$ cat src/rtl/uart_pkg.sv
// Shared definitions for the UART transmit path: arbiter state encoding,
// frame geometry and the bit-period helper.
package uart_pkg;

    // Arbiter phases: arbitrate, present the byte for one cycle, wait out the frame.
    typedef enum logic [1:0] {
        ARB_IDLE = 2'd0,
        ARB_LOAD = 2'd1,
        ARB_WAIT = 2'd2
    } arb_state_e;

    // One 8N1 frame: start bit + 8 data bits + stop bit.
    localparam int FRAME_BITS   = 10;

    // Extra clocks added to the wait so the serializer is certainly idle
    // before the next load arrives.
    localparam int FRAME_MARGIN = 2;

    // Clocks per serial bit for a given clock frequency and baud rate.
    function automatic int calc_bit_clks(input int freq, input int baud);
        return freq / baud;
    endfunction

    // Clocks the arbiter stays in its wait phase after a load.
    function automatic int calc_frame_clks(input int bit_clks);
        return (FRAME_BITS * bit_clks) + FRAME_MARGIN;
    endfunction

endpackage

$ cat src/rtl/rr_arbiter.sv
// Combinational rotating-priority arbiter. The search starts at ptr and
// wraps modulo NUM_REQ; the first set request wins. Tying ptr to zero turns
// it into a plain lowest-index-wins priority encoder.
module rr_arbiter #(
    parameter int NUM_REQ = 4,
    parameter int ID_W    = 2
) (
    input  logic [NUM_REQ-1:0] req,
    input  logic [ID_W-1:0]    ptr,
    output logic [NUM_REQ-1:0] grant,
    output logic [ID_W-1:0]    grant_idx,
    output logic               valid
);

    int              cand_s;
    logic [ID_W-1:0] cand_idx_s;

    // Scan the requests starting at ptr and pick the first one that is set.
    always_comb begin
        grant      = '0;
        grant_idx  = '0;
        valid      = 1'b0;
        cand_s     = 0;
        cand_idx_s = '0;
        for (int k = 0; k < NUM_REQ; k++) begin
            cand_s = int'(ptr) + k;
            if (cand_s >= NUM_REQ) begin
                cand_s = cand_s - NUM_REQ;
            end else begin
                cand_s = cand_s;
            end
            cand_idx_s = ID_W'(cand_s);
            if (!valid && req[cand_idx_s]) begin
                valid             = 1'b1;
                grant[cand_idx_s] = 1'b1;
                grant_idx         = cand_idx_s;
            end else begin
                valid = valid;
            end
        end
    end

endmodule

$ cat src/rtl/uart_tx_arbiter.sv
// Shares one 8N1 UART serializer between NUM_REQ byte producers.
// A winner is chosen in IDLE, its byte is presented with a one-cycle load
// pulse and ack, then the block waits a full frame time (plus margin) so
// the serializer, which has no busy output, is idle before the next load.
// Build option: define UART_TX_ARB_FIXED_PRIO_EN for fixed priority
// (lowest set index wins, no rotating pointer); default is round-robin.
module uart_tx_arbiter
    import uart_pkg::*;
#(
    parameter int NUM_REQ = 4,
    parameter int FREQ    = 27000000,
    parameter int BAUD    = 3000000
) (
    input  logic                                            clk,
    input  logic                                            rst,
    input  logic [NUM_REQ-1:0]                              req,
    input  logic [8*NUM_REQ-1:0]                            req_data,
    output logic [NUM_REQ-1:0]                              ack,
    output logic [7:0]                                      tx_data,
    output logic                                            tx_load,
    output logic [((NUM_REQ > 1) ? $clog2(NUM_REQ) : 1)-1:0] grant_id,
    output logic                                            busy
);

    localparam int ID_W       = (NUM_REQ > 1) ? $clog2(NUM_REQ) : 1;
    localparam int BIT_CLKS   = calc_bit_clks(FREQ, BAUD);
    localparam int FRAME_CLKS = calc_frame_clks(BIT_CLKS);
    localparam int CNT_W      = $clog2(FRAME_CLKS + 1);
    localparam logic [CNT_W-1:0] CNT_LAST = CNT_W'(FRAME_CLKS - 1);
    localparam logic [ID_W-1:0]  ID_LAST  = ID_W'(NUM_REQ - 1);

    arb_state_e           state_q,    state_d;
    logic [NUM_REQ-1:0]   ack_q,      ack_d;
    logic [7:0]           tx_data_q,  tx_data_d;
    logic                 tx_load_q,  tx_load_d;
    logic [ID_W-1:0]      grant_id_q, grant_id_d;
    logic                 busy_q,     busy_d;
    logic [CNT_W-1:0]     cnt_q,      cnt_d;

    logic [ID_W-1:0]      arb_ptr_s;
    logic [NUM_REQ-1:0]   win_grant_s;
    logic [ID_W-1:0]      win_idx_s;
    logic                 win_valid_s;
    logic                 grant_now_s;

    // A grant happens only when arbitrating in IDLE with some request present.
    assign grant_now_s = (state_q == ARB_IDLE) && win_valid_s;

`ifdef UART_TX_ARB_FIXED_PRIO_EN
    // Fixed priority: search always starts at requester 0.
    assign arb_ptr_s = '0;
`else
    logic [ID_W-1:0] rr_ptr_q, rr_ptr_d;

    // Advance the rotating pointer past the winner, wrapping to 0 after the last requester.
    always_comb begin
        rr_ptr_d = rr_ptr_q;
        if (grant_now_s) begin
            if (win_idx_s == ID_LAST) begin
                rr_ptr_d = '0;
            end else begin
                rr_ptr_d = win_idx_s + ID_W'(1);
            end
        end else begin
            rr_ptr_d = rr_ptr_q;
        end
    end

    // Rotating pointer register.
    always_ff @(posedge clk or posedge rst) begin
        if (rst) begin
            rr_ptr_q <= '0;
        end else begin
            rr_ptr_q <= rr_ptr_d;
        end
    end

    assign arb_ptr_s = rr_ptr_q;
`endif

    rr_arbiter #(
        .NUM_REQ (NUM_REQ),
        .ID_W    (ID_W)
    ) u_rr_arbiter (
        .req       (req),
        .ptr       (arb_ptr_s),
        .grant     (win_grant_s),
        .grant_idx (win_idx_s),
        .valid     (win_valid_s)
    );

    // Next-state and next-output logic; pulses default low, everything else holds.
    always_comb begin
        state_d    = state_q;
        ack_d      = '0;
        tx_load_d  = 1'b0;
        tx_data_d  = tx_data_q;
        grant_id_d = grant_id_q;
        busy_d     = busy_q;
        cnt_d      = cnt_q;
        case (state_q)
            ARB_IDLE: begin
                if (win_valid_s) begin
                    tx_data_d  = req_data[8*win_idx_s +: 8];
                    tx_load_d  = 1'b1;
                    ack_d      = win_grant_s;
                    grant_id_d = win_idx_s;
                    busy_d     = 1'b1;
                    state_d    = ARB_LOAD;
                end else begin
                    state_d    = ARB_IDLE;
                end
            end
            ARB_LOAD: begin
                cnt_d   = '0;
                state_d = ARB_WAIT;
            end
            ARB_WAIT: begin
                if (cnt_q == CNT_LAST) begin
                    busy_d  = 1'b0;
                    state_d = ARB_IDLE;
                end else begin
                    cnt_d   = cnt_q + CNT_W'(1);
                end
            end
            default: begin
                busy_d  = 1'b0;
                cnt_d   = '0;
                state_d = ARB_IDLE;
            end
        endcase
    end

    // State, frame counter and registered outputs.
    always_ff @(posedge clk or posedge rst) begin
        if (rst) begin
            state_q    <= ARB_IDLE;
            ack_q      <= '0;
            tx_data_q  <= 8'h00;
            tx_load_q  <= 1'b0;
            grant_id_q <= '0;
            busy_q     <= 1'b0;
            cnt_q      <= '0;
        end else begin
            state_q    <= state_d;
            ack_q      <= ack_d;
            tx_data_q  <= tx_data_d;
            tx_load_q  <= tx_load_d;
            grant_id_q <= grant_id_d;
            busy_q     <= busy_d;
            cnt_q      <= cnt_d;
        end
    end

    assign ack      = ack_q;
    assign tx_data  = tx_data_q;
    assign tx_load  = tx_load_q;
    assign grant_id = grant_id_q;
    assign busy     = busy_q;

endmodule

$ cat config.mk
export PLATFORM = sky130hd
export DESIGN_NAME = uart_tx_arbiter
export DESIGN_NICKNAME = d
export VERILOG_FILES = /design/src/rtl/uart_pkg.sv /design/src/rtl/rr_arbiter.sv /design/src/rtl/uart_tx_arbiter.sv
export SDC_FILE = /design/constraint.sdc
export NUM_CORES = 1
export LEC_CHECK = 0
export ABC_AREA = 1
export BUFFER_PORTS_ARGS = -buffer_cell sky130_fd_sc_hd__buf_2
export CORE_ASPECT_RATIO = 0.6
export CORE_MARGIN = 2
export CORE_UTILIZATION = 48
export CTS_CLUSTER_SIZE = 28
export DETAILED_ROUTE_END_ITERATION = 8
export GPL_TIMING_DRIVEN = 0
export PLACE_DENSITY_LB_ADDON = 0.1
export SKIP_CTS_REPAIR_TIMING = 1
export SKIP_LAST_GASP = 1
export SYNTH_ARGS = -nofsm -noshare
export SYNTH_HDL_FRONTEND = slang
export SYNTH_SLANG_ARGS = --single-unit
$ cat constraint.sdc
create_clock -name clk -period 2.1 [get_ports clk]
set_input_delay 0.21 -clock clk [delete_from_list [all_inputs] [get_ports clk]]
set_output_delay 0.21 -clock clk [all_outputs]
set_load 0.01 [all_outputs]
==> impl_metrics.json <==
{
  "ir_worst_vdd_mv": 0.9184,
  "final_cell_mix": "nand2_1 (81), buf_2 (55), inv_1 (43)",
  "clkLatencyLatePin_ns": 0.27,
  "max_freq_mhz": 456.9,
  "tightest_slew_ns": 0.9645,
  "syn_area_um2": 2007,
  "final_common_cell": "nand2_1",
  "endpoint_kind": "flop",
  "cp-start-kind": "flop",
  "report.final.slew_viol_count": 0,
  "portBuffers": 53,
  "antenna_found_initial": 0,
  "postSynthCellCount": 277,
  "start_util_pct": 49.51,
  "p_per_area_nw_per_um2": 1851,
  "cts_sinks": 27,
  "wirelength_um": 4820,
  "synth.area.top_cells": "dfrtp_1 (34%), nand2_1 (16%), nand3_1 (9.2%)",
  "core_um2": 4054,
  "layout_min_cycle_time_ns": 2.189,
  "hpwlAfterDp_um": 3542,
  "grt_use_total_pct": 20.11,
  "drt_first_pass_iters": 4,
  "synth_flop_cell": "dfrtp_1",
  "nets": 396,
  "ios": 54,
  "syn-num-nets": 324,
  "finalSetupViolations": 2,
  "crit_family": "adder cells",
  "slowest_delay_ns": 0.41,
  "cts_tree": "yes",
  "ys_seq_area_share_pct": 33.67,
  "die_w_um": 87.48,
  "drive_gt1_share_pct": 33.33,
  "yosysTopAreaCell": "dfrtp_1",
  "maxCapViolCount": 0,
  "synth_edf_count": 0,
  "post-route-util_pct": 64.26,
  "cts_buffers": 3,
  "p_leak_nw": 1.475,
  "critPathSlowestCell": "dfrtp_2",
  "critical_path_class": "reg -> reg",
  "arrival_ns": 2.37,
  "cp_num_buf_inv": 5,
  "dieArea_um2": 4731,
  "antenna_cells": 0,
  "required_ns": 2.28,
  "hp-class": "in -> async",
  "path_cells": "inv_2 > buf_12 > ha_4 > inv_4 > nand3_2 > nand2_4 > o21ai_2 > nand2_2 > nand3_4 > buf_6 > inv_4 > ha_4 > o31ai_2",
  "outcome": "finished with violations",
  "area_growth_syn_to_layout_pct": 29.80,
  "cts.clk_slew.worst_paths_ns": 0.09,
  "yosysUniqueCellTypes": 36,
  "setup_ws_ns": -0.08861,
  "vias": 1968,
  "grt_pass1_wl_um": 7465,
  "placed_area_um2": 2369,
  "fin_cells": 398,
  "slew_headroom_pct": 35.63,
  "synth_top_area_share_pct": 33.67,
  "skew_ns": 0.003747,
  "cts-root-buf": "clkbuf_8",
  "grt_overflow": 0,
  "grt_max_degree": 28,
  "rsz0062_at_grt": "yes",
  "synth_area_per_cell_um2": 7.245,
  "die-height_um": 54.09,
  "routed_via_density": 4.945,
  "finish.instance_area_um2": 2605,
  "synth_async_sr_flop_share_pct": 100.0,
  "violations": "negative setup slack",
  "finalHoldViolCount": 0,
  "cts_buffer_depth": 2,
  "grt_pass1_vias": 1639,
  "cts_max_level": 1,
  "drt_iter0_drc": 79,
  "dpl_worst_slack_ns": -0.3143,
  "antenna_left": 0,
  "dpl.cell_count": 380,
  "wire_per_inst_um": 12.11,
  "fin_crit_sh_pct": 104.2,
  "num_rows": 18,
  "drc_errors": 0,
  "gp_congestion": 0.8934,
  "ys_ff_latch": 27,
  "yosysWarnings": 0,
  "tns_ns": -0.1282,
  "crit_fanout": 8
}
-- power breakdown --
part	switching [W]	leakage [nW]	internal, W	total, W
sequential	0.000133	0.342	0.000741	0.000874
clock	0.000160	0.0255	0.000133	0.000293
combinational	0.00218	1.11	0.00147	0.00365
-- cell type report --
class                   instances  area [um^2]
plain buffers                   6        66.31
clock buffers                   3        41.29
clock inverters                 1        5.005
fillers                       362         1449
inverters                      51        201.4
multi-input cells             193         1179
flip-flops and latches         27        678.2
well taps                      50        62.56
repair buffers                 67        371.6
-- sequential cells by signal, summed over array words and instances, names as in the netlist --
signal / cells
ack: 4
arb_ptr_s: 2
busy: 1
cnt_q: 7
grant_id: 2
state_q: 2
tx_data: 8
tx_load: 1
-- synthesized netlist by cell type (all sizes together), types with 2 or more instances --
cell type / count
ha: 9
o211ai: 2
o2111ai: 4
o22ai: 2
inv: 51
nand3: 41
nand4: 3
or2: 6
nor2: 9
nand2: 94
dfrtp: 27
nor3: 4
a21oi: 3
o21ai: 8
buf: 6
-- per-stage QoR --
stage / total power (W) / hold slack [ns]
CTS: 0.004189 / 0.1967
finish: 0.004821 / 0.1463
global route: 0.005222 / 0.2142
detailed placement: 0.003891 / 0.4736
floorplan: 0.003194 / 0.2626
global placement: 0.003853 / 0.4640
-- metal layers --
| metal | global-route usage [%] | up-vias | part of all wire [%] |
|---|---|---|---|
| li1 | - | 1022 | - |
| met1 | 31.19 | 876 | 53 |
| met2 | 29.92 | 68 | 41 |
| met3 | 3.834 | 2 | 5.8 |
| met4 | 1.538 | 0 | 0.44 |
| met5 | 0 | - | 0 |
-- cells by family after synthesis --
group	count (synthesis)	share of synthesized area, %
AOI/OAI and AO/OA	22	7.045
xor gates and xnor gates	2	0.8730
adders and majority gates	9	5.611
buffers and inverters	57	12.22
DFF	27	33.67
and+or+nand+nor	160	40.59
-- path summary, 6_finish.rpt --
kind / from / slack, ns / to / depth (start not counted)
setup reg to reg: arb_ptr_s[0]$_DFFE_PP0P_ / -0.09 / arb_ptr_s[0]$_DFFE_PP0P_ / 13
hold reg to reg: busy$_DFFE_PP0P_ / 0.49 / busy$_DFFE_PP0P_ / 2
hold / removal: rst / 0.15 / tx_data[3]$_DFFE_PP0P_ / 2
max in group asynchronous: rst / 1.31 / arb_ptr_s[1]$_DFFE_PP0P_ / 2
setup / recovery: arb_ptr_s[0]$_DFFE_PP0P_ / -0.09 / arb_ptr_s[0]$_DFFE_PP0P_ / 13
min in group clk: req_data[30] / 0.20 / tx_data[6]$_DFFE_PP0P_ / 3
Note: power is estimated with default switching activity, not from simulation.
